[src/rtl/graphic_pkg.sv]
// Shared raster timing defaults, frame-size helpers and the stream-to-video FSM encoding.
// No logic of its own; sizes counters and decodes for the video blocks.
// No flow control here.
package graphic_pkg;

    localparam int DEF_H_ACTIVE = 800;
    localparam int DEF_H_FP     = 40;
    localparam int DEF_H_SYNC   = 128;
    localparam int DEF_H_BP     = 88;
    localparam int DEF_V_ACTIVE = 600;
    localparam int DEF_V_FP     = 1;
    localparam int DEF_V_SYNC   = 4;
    localparam int DEF_V_BP     = 23;

    typedef enum logic {
        WAIT_SOF = 1'b0,
        RUN      = 1'b1
    } vso_state_t;

    function automatic int h_total(input int active, input int fp, input int sync, input int bp);
        return active + fp + sync + bp;
    endfunction

    function automatic int v_total(input int active, input int fp, input int sync, input int bp);
        return active + fp + sync + bp;
    endfunction

    function automatic int cnt_w(input int total);
        return (total > 1) ? $clog2(total) : 1;
    endfunction

endpackage

[src/rtl/video_timing_gen.sv]
// Free-running raster counters with sync and active-region decode.
// Counters advance once per ce cycle; decodes are combinational from the counters.
// No backpressure: timing never stalls for the pixel source.
module video_timing_gen
    import graphic_pkg::*;
#(
    parameter int H_ACTIVE = DEF_H_ACTIVE,
    parameter int H_FP     = DEF_H_FP,
    parameter int H_SYNC   = DEF_H_SYNC,
    parameter int H_BP     = DEF_H_BP,
    parameter int V_ACTIVE = DEF_V_ACTIVE,
    parameter int V_FP     = DEF_V_FP,
    parameter int V_SYNC   = DEF_V_SYNC,
    parameter int V_BP     = DEF_V_BP,
    parameter bit HS_POL   = 1'b1,
    parameter bit VS_POL   = 1'b1,
    localparam int H_TOTAL = h_total(H_ACTIVE, H_FP, H_SYNC, H_BP),
    localparam int V_TOTAL = v_total(V_ACTIVE, V_FP, V_SYNC, V_BP),
    localparam int HCNT_W  = cnt_w(H_TOTAL),
    localparam int VCNT_W  = cnt_w(V_TOTAL)
)(
    input  logic              hclk,
    input  logic              hresetn,
    input  logic              ce,
    output logic [HCNT_W-1:0] hcnt,
    output logic [VCNT_W-1:0] vcnt,
    output logic              hsync,
    output logic              vsync,
    output logic              active
);

    logic [31:0] h_ext;
    logic [31:0] v_ext;

    assign h_ext = 32'(hcnt);
    assign v_ext = 32'(vcnt);

    always_ff @(posedge hclk or negedge hresetn) begin
        if (!hresetn) begin
            hcnt <= '0;
            vcnt <= '0;
        end else if (ce) begin
            if (h_ext == 32'(H_TOTAL - 1)) begin
                hcnt <= '0;
                vcnt <= (v_ext == 32'(V_TOTAL - 1)) ? '0 : vcnt + 1'b1;
            end else begin
                hcnt <= hcnt + 1'b1;
            end
        end
    end

    assign active = (h_ext < 32'(H_ACTIVE)) && (v_ext < 32'(V_ACTIVE));
    assign hsync  = ((h_ext >= 32'(H_ACTIVE + H_FP)) && (h_ext < 32'(H_ACTIVE + H_FP + H_SYNC)))
                    ? HS_POL : ~HS_POL;
    assign vsync  = ((v_ext >= 32'(V_ACTIVE + V_FP)) && (v_ext < 32'(V_ACTIVE + V_FP + V_SYNC)))
                    ? VS_POL : ~VS_POL;

endmodule

[src/rtl/video_stream_out.sv]
// Converts a start-of-frame/end-of-line pixel stream into raster video with sticky error flags.
// Video pins are registered: 1 ce cycle from counter value to pin.
// tready_s only in active cycles when locked; non-SOF beats are drained while hunting for frame start.
module video_stream_out
    import graphic_pkg::*;
#(
    parameter int  R_W      = 5,
    parameter int  G_W      = 6,
    parameter int  B_W      = 5,
    localparam int DATA_W   = R_W + G_W + B_W,
    parameter int  H_ACTIVE = DEF_H_ACTIVE,
    parameter int  H_FP     = DEF_H_FP,
    parameter int  H_SYNC   = DEF_H_SYNC,
    parameter int  H_BP     = DEF_H_BP,
    parameter int  V_ACTIVE = DEF_V_ACTIVE,
    parameter int  V_FP     = DEF_V_FP,
    parameter int  V_SYNC   = DEF_V_SYNC,
    parameter int  V_BP     = DEF_V_BP,
    parameter bit  HS_POL   = 1'b1,
    parameter bit  VS_POL   = 1'b1,
    parameter logic [DATA_W-1:0] BLANK_RGB = '0
)(
    input  logic              hclk,
    input  logic              hresetn,
    input  logic              ce,
    input  logic              err_clr,
    input  logic [DATA_W-1:0] tdata_s,
    input  logic              tuser_s,
    input  logic              tlast_s,
    input  logic              tvalid_s,
    output logic              tready_s,
    output logic [R_W-1:0]    video_r,
    output logic [G_W-1:0]    video_g,
    output logic [B_W-1:0]    video_b,
    output logic              hsync,
    output logic              vsync,
    output logic              hblank,
    output logic              vblank,
    output logic              active_video,
    output logic              frame_start,
    output logic              err_underflow,
    output logic              err_sync,
    output logic              locked
);

    localparam int HCNT_W = cnt_w(h_total(H_ACTIVE, H_FP, H_SYNC, H_BP));
    localparam int VCNT_W = cnt_w(v_total(V_ACTIVE, V_FP, V_SYNC, V_BP));

    logic [HCNT_W-1:0] hcnt;
    logic [VCNT_W-1:0] vcnt;
    logic              hsync_d;
    logic              vsync_d;
    logic              active_d;

    video_timing_gen #(
        .H_ACTIVE (H_ACTIVE), .H_FP (H_FP), .H_SYNC (H_SYNC), .H_BP (H_BP),
        .V_ACTIVE (V_ACTIVE), .V_FP (V_FP), .V_SYNC (V_SYNC), .V_BP (V_BP),
        .HS_POL   (HS_POL),   .VS_POL (VS_POL)
    ) u_timing (
        .hclk    (hclk),
        .hresetn (hresetn),
        .ce      (ce),
        .hcnt    (hcnt),
        .vcnt    (vcnt),
        .hsync   (hsync_d),
        .vsync   (vsync_d),
        .active  (active_d)
    );

    logic origin;
    logic last_col;
    logic stray_sof;

    assign origin    = (hcnt == '0) && (vcnt == '0);
    assign last_col  = (32'(hcnt) == 32'(H_ACTIVE - 1));
    assign stray_sof = tvalid_s & tuser_s & ~origin;

    vso_state_t state;
    vso_state_t state_nxt;
    logic       pix_load;
    logic       lock_beat;
    logic       underflow_set;
    logic       sync_set;

    always_ff @(posedge hclk or negedge hresetn) begin
        if (!hresetn) begin
            state <= WAIT_SOF;
        end else if (ce) begin
            state <= state_nxt;
        end
    end

    always_comb begin
        state_nxt = state;
        unique case (state)
            WAIT_SOF: if (lock_beat) state_nxt = RUN;
            RUN:      if (sync_set)  state_nxt = WAIT_SOF;
        endcase
    end

    // A stray SOF is left on the bus so it can seed the next frame at (0,0).
    always_comb begin
        tready_s      = 1'b0;
        pix_load      = 1'b0;
        lock_beat     = 1'b0;
        underflow_set = 1'b0;
        sync_set      = 1'b0;
        if (hresetn && ce) begin
            unique case (state)
                WAIT_SOF: begin
                    tready_s  = tvalid_s & (~tuser_s | origin);
                    lock_beat = tvalid_s & tuser_s & origin;
                    pix_load  = lock_beat;
                end
                RUN: begin
                    if (active_d) begin
                        tready_s      = ~stray_sof;
                        pix_load      = tvalid_s & ~stray_sof;
                        underflow_set = ~tvalid_s;
                        sync_set      = stray_sof | (pix_load & (tlast_s ^ last_col));
                    end
                end
            endcase
        end
    end

    logic [DATA_W-1:0] rgb_q;

    always_ff @(posedge hclk or negedge hresetn) begin
        if (!hresetn) begin
            rgb_q         <= '0;
            hsync         <= ~HS_POL;
            vsync         <= ~VS_POL;
            hblank        <= 1'b0;
            vblank        <= 1'b0;
            active_video  <= 1'b0;
            frame_start   <= 1'b0;
            err_underflow <= 1'b0;
            err_sync      <= 1'b0;
        end else if (ce) begin
            if (!active_d) begin
                rgb_q <= '0;
            end else if (pix_load) begin
                rgb_q <= tdata_s;
            end else begin
                rgb_q <= BLANK_RGB;
            end
            hsync         <= hsync_d;
            vsync         <= vsync_d;
            hblank        <= ~(32'(hcnt) < 32'(H_ACTIVE));
            vblank        <= ~(32'(vcnt) < 32'(V_ACTIVE));
            active_video  <= active_d;
            frame_start   <= origin;
            // A new error in the same cycle as a clear keeps the flag set.
            err_underflow <= underflow_set | (err_underflow & ~err_clr);
            err_sync      <= sync_set | (err_sync & ~err_clr);
        end
    end

    assign video_r = rgb_q[DATA_W-1 -: R_W];
    assign video_g = rgb_q[B_W +: G_W];
    assign video_b = rgb_q[B_W-1:0];
    assign locked  = (state == RUN);

endmodule

[config.mk]
export PLATFORM = sky130hd
export DESIGN_NAME = video_stream_out
export DESIGN_NICKNAME = d
export VERILOG_FILES = /design/src/rtl/graphic_pkg.sv /design/src/rtl/video_timing_gen.sv /design/src/rtl/video_stream_out.sv
export SDC_FILE = /design/constraint.sdc
export NUM_CORES = 1
export LEC_CHECK = 0
export CORE_MARGIN = 2
export CORE_UTILIZATION = 30
export DETAILED_ROUTE_END_ITERATION = 6
export PLACE_DENSITY = 0.63
export SKIP_LAST_GASP = 1
export SYNTH_ARGS = -nofsm -noshare
export SYNTH_HDL_FRONTEND = slang
export SYNTH_HIERARCHICAL = 1
export SYNTH_SLANG_ARGS = --single-unit
[constraint.sdc]
create_clock -name hclk -period 5.1 [get_ports hclk]
set_input_delay 1.53 -clock hclk [delete_from_list [all_inputs] [get_ports hclk]]
set_output_delay 1.53 -clock hclk [all_outputs]
set_load 0.01 [all_outputs]
## Word level (Yosys, flattened, before mapping)

Index checks and enable logic that the tools add are counted.

| storage, ports and cells | value |
|---|---|
| output and inout port bits | 26 |
| word-level logic and storage cells | 75 |
| input port bits | 23 |
| register bits after elaboration | 46 |

| cells by class | value |
|---|---|
| bitwise operators | 21 |
| reductions and logical operators | 8 |
| add/subtract/negate cells | 2 |
| magnitude comparators | 6 |
| muxes and demuxes | 23 |
| eq/ne operators | 3 |

Operators by type and width:

| operator | number |
|---|---|
| two-way mux 16 bit | 2 |
| less-than comparator 11 x 10 -> 1 bit (second input constant) | 2 |
| less-than comparator 10 bit (second input constant) | 2 |
| two-way mux 1 bit | 16 |
| adder 11 x 1 -> 11 bit (second input constant) | 1 |
| equality test 11 x 10 -> 1 bit (second input constant) | 1 |
| equality test 11 bit (second input constant) | 1 |
| >= comparator 11 x 10 -> 1 bit (second input constant) | 1 |
| zero test 11 bit | 1 |
| two-way mux 11 bit | 1 |
| adder 10 x 1 -> 10 bit (second input constant) | 1 |
| equality test 10 bit (second input constant) | 1 |
| >= comparator 10 bit (second input constant) | 1 |
| zero test 10 bit | 1 |
| two-way mux 10 bit | 1 |
| bitwise AND 1 bit | 8 |
| NOT 1 bit | 8 |
| case mux 1 bit (2 select lines) | 3 |
| logical AND 1 bit | 5 |
| OR 1 bit | 4 |
| AND reduction 2 bit | 1 |
| bitwise XOR 1 bit | 1 |

## Depth between registers and ports, before layout

| depth | value |
|---|---|
| depth after elaboration | 13 |
| depth in mapped cells | 9 |
| depth with buffers taken out | 8 |

## Modules after synthesis

The synthesis kept the hierarchy.

By module, submodules not included:

| module | times used | sequential area each (um^2) | cells each | area an instance (um^2) |
|---|---|---|---|---|
| video_stream_out | 1 | 625.6 | 129 | 1,391.3 |
| video_timing_gen | 1 | 525.5 | 121 | 1,224.9 |

## Worst setup path before layout

Ideal clock, no wire load.

| timing path | value |
|---|---|
| path type | input-to-output |
| from | input ce |
| to | output tready_s |
| path buffers | 1 |
| stages on the path | 3 |
| path slack | 1.528 ns |
| data arrival time | 2.042 ns |
| required time | 3.570 ns |
| path through | clkbuf_8 nand2_1 nor3_1 |

| between the ends | value |
|---|---|
| cells in the longest elaborated chain, start to end | 2 |

Ends and longest elaborated chain:

| what | line | RTL |
|---|---|---|
| from (decl) | video_stream_out.sv:25 | `input logic ce,` |
| logical AND 1 bit | video_stream_out.sv:108 | `if (hresetn && ce) begin` |
| two-way mux 1 bit | video_stream_out.sv:108 |  |
| to (decl) | video_stream_out.sv:31 | `output logic tready_s,` |

Every way passes these cells.

## Worst setup path after layout

| timing path | value |
|---|---|
| from | input tuser_s |
| to | output tready_s |

| between the ends | value |
|---|---|
| cells in the longest elaborated chain, start to end | 6 |
| elaborated cells between the ends (all ways) | 9 |
| classes of those cells | 3 x mux; 6 x bitwise |

Ends and longest elaborated chain:

| what | line | RTL |
|---|---|---|
| from (decl) | video_stream_out.sv:28 | `input logic tuser_s,` |
| bitwise AND 1 bit (2 in a row) | video_stream_out.sv:76 | `assign stray_sof = tvalid_s & tuser_s & ~origin;` |
| NOT 1 bit | video_stream_out.sv:117 | `tready_s = ~stray_sof;` |
| two-way mux 1 bit | video_stream_out.sv:116 | `if (active_d) begin` |
| case mux 1 bit (2 select lines) (*) | video_stream_out.sv:109 | `unique case (state)` |
| two-way mux 1 bit (*) | video_stream_out.sv:108 |  |

Mark *: on every way between the ends. The rest lies on a longest branch, timed or not.

==> results.ini <==
[final_layout]
finalNonFillerCells = 406
finalNetCount = 325
fill_cells = 873
diodes = 0
drive_above_1_share_pct = 13.76
final_area_um2 = 3254
area_growth_pct = 24.39

[floorplan]
start_util_pct = 30.45
fp.dieArea_um2 = 9484
io_pins = 49
row_count = 34
die_w_um = 97.39
core_area_um2 = 8593
die_h_um = 97.39

[worst_setup_path]
reg2reg_from = u_timing/vcnt[5]$_DFFE_PN0P_
cpMostUsedCell = clkdlybuf4s50_1
critPathKind = input pin to primary output
r2r_slack_ns = 2.65
crit_path_max_incr_delay_ns = 0.56
r2r_cells = 8
worstPathMaxFanout = 3
reg2reg_to = rgb_q[0]$_DFFE_PN0P_
cp_data_required_time_ns = 3.57
arrival_ns = 2.86
cp_slowest_cell = clkdlybuf4s50_1
critPathCaptureType = primary output
worstPathCellList = clkdlybuf4s50_1, nand2_1, a21oi_1, nor3_1, clkdlybuf4s50_1
startpoint_type = input pin

[power]
ir_worst_vdd_v = 0.0001384
leakage_nw = 1.377
totalPowerFinal_uw = 863.3
power_density_nw_per_um2 = 265.3

[synth]
ys.flop_type = dfrtp_1
synth_cell_type_count = 55
ys_ff_latch = 46
synth-seq-area-share_pct = 44.00
yosysWarningCount = 6
syn_avg_cell_area_um2 = 10.47
synth_area_leaders = dfrtp_1 (44%), inv_1 (6.5%), o32ai_2 (5.6%)
syn_area_um2 = 2616
synth-edff-count = 0
synth_top_area_share_pct = 44.00
syn_nets = 278
async_flop_share_pct = 100.0
yosysTopAreaCell = dfrtp_1
syn-instance-count = 250

[route]
post_drt_via_cell_ratio = 4.993
drt_pass1_iterations = 4
vias = 2027
wl_per_cell_um = 13.78
drc = 0
first_iter_violations = 145
wirelength_um = 5595
ant_nets = 0

[clocking]
cts_tree = built
postCtsResizedCells = 0
h-tree-depth = 2
path_clk_slew_ns = 0.09
cts_buffers = 5
insertion_delay_ns = 0.29
cts.path.max_buffers = 2
hold_buffers = 0
clock_sinks = 46
post_cts_buffers = 0
clockRootBuffer = clkbuf_8

[place]
dp.cells = 398
routabilityCongestion = 0.8222
portBuffers = 48
dp_hpwl_um = 3977
place_area_um2 = 3144

[hold_path]
worstHoldPathCells = 2
hp-class = flop to flop
min_to = err_underflow$_DFFE_PN0P_
hold_start = err_underflow$_DFFE_PN0P_

[sta]
hold_slack_ns = 0.4968
fin_crit_ns = 4.386
tns_ns = 0
rsz0062_at_grt = no
setup-violations-final = 0
worstMarginPinSlew_ns = 0.6549
slew_headroom_pct = 56.32
finalMaxSlewViolations = 0
fin_crit_sh_pct = 85.99
fmax_mhz = 228.0
hold_viol_final = 0
skew_ns = 0.008631

[grt]
grt_pass1_wl_um = 9984
antenna_found_initial = 0
grt_overflow = 0
grt_pass1_vias = 2017
grt_max_degree = 48
track_usage_pct = 12.48

[flow_run]
maxCapViolations = 0

[outcome]
status = finished clean

==> stage by stage <==
step | utilization, % | setup slack (ns)
finish | 37.87 | 0.7143
global route | 37.87 | 0.5948
CTS | 37.87 | 0.7011
detailed placement | 36.59 | 0.7154
global placement | 36.59 | 0.7114
floorplan | - | 1.528
==> layout make-up <==
class                   instances  area [um2]  share of cell area, %
clock inverters                 2       37.54                  1.153
multi-input cells             148        1191                  36.60
flip-flops and latches         46        1151                  35.37
well taps                     108       135.1                  4.152
clock buffers                   6       72.57                  2.230
inverters                      45       168.9                  5.190
repair buffers                 51       498.0                  15.30
==> worst max-delay path by stage <==
stage                    end  slack, ns     from
floorplan           tready_s       1.53       ce
global placement    tready_s       0.71  tuser_s
detailed placement  tready_s       0.72  tuser_s
CTS                 tready_s       0.70  tuser_s
global route        tready_s       0.59  tuser_s
finish              tready_s       0.71  tuser_s
==> critical path: cells and delay by family <==
| family | cells | cell delay, ns |
|---|---|---|
| AOI/OAI and AO/OA | 1 | 0.04 |
| buffers and inverters | 2 | 1.03 |
| and+or+nand+nor | 2 | 0.27 |
==> routing by layer <==
layer | vias up | routed length, um | track usage (%)
li1 | 991 | - | -
met1 | 969 | 2739 | 17.16
met3 | 6 | 338 | 3.669
met4 | 0 | 41 | 1.923
met2 | 61 | 2476 | 20.00
met5 | - | 0 | 0
==> synthesized netlist by cell type, drive strengths merged (3+ instances only) <==
master / n
nor2: 9
o21ai: 10
clkbuf: 3
and3: 4
ha: 5
nand3: 13
nand2: 15
nand4: 7
buf: 7
o31ai: 5
a31oi: 4
o32ai: 16
a41oi: 3
inv: 45
xor2: 4
dfrtp: 46
nor4: 3
mux2: 6
nor3: 9
xnor2: 5
a21oi: 3
==> sequential cells by signal, summed over array words and instances, names as in the netlist <==
name	flops
frame_start	1
err_sync	1
vsync	1
locked	1
u_timing/vcnt	10
hblank	1
err_underflow	1
hsync	1
vblank	1
u_timing/hcnt	11
rgb_q	16
active_video	1
==> report_power, final <==
part           leakage, nW  switching, mW  internal [mW]
Sequential           0.614         0.0471          0.391
Combinational        0.712         0.0798         0.0772
Clock               0.0514          0.122          0.146
==> cells by family (layout without fill, tap and decap cells) <==
group,after synthesis,after routing,share of synthesized area [%]
AND/OR/NAND/NOR,73,73,16.93
buffers and inverters,56,104,10.47
AO/OA/AOI/OAI,54,54,20.09
flip-flops,46,46,44.00
XOR/XNOR,9,9,3.013
multiplexers,7,7,3.108
adder cells (fa/ha/maj),5,5,2.391
==> placed cells by master, fill, tap and decap left out, types with 2 or more instances in the layout <==
cell             count
a21oi_1              3
xor2_1               4
a21o_1               2
inv_1               45
a211o_1              2
nor3_1               8
o31ai_1              4
xnor2_1              5
clkbuf_8             5
nand3_1             12
o21ai_0              9
a41oi_1              3
o32ai_2              9
nand2b_1             2
mux2_2               5
o311ai_0             2
nand2_1             15
a31oi_1              3
nor4_1               2
nand4_1              7
buf_4                3
nor3b_1              2
a2111oi_0            2
clkdlybuf4s50_1     47
nor2_1               9
and3_2               3
dfrtp_1             46
o32ai_1              6
ha_1                 5
Power figures use the tool's default switching activity.
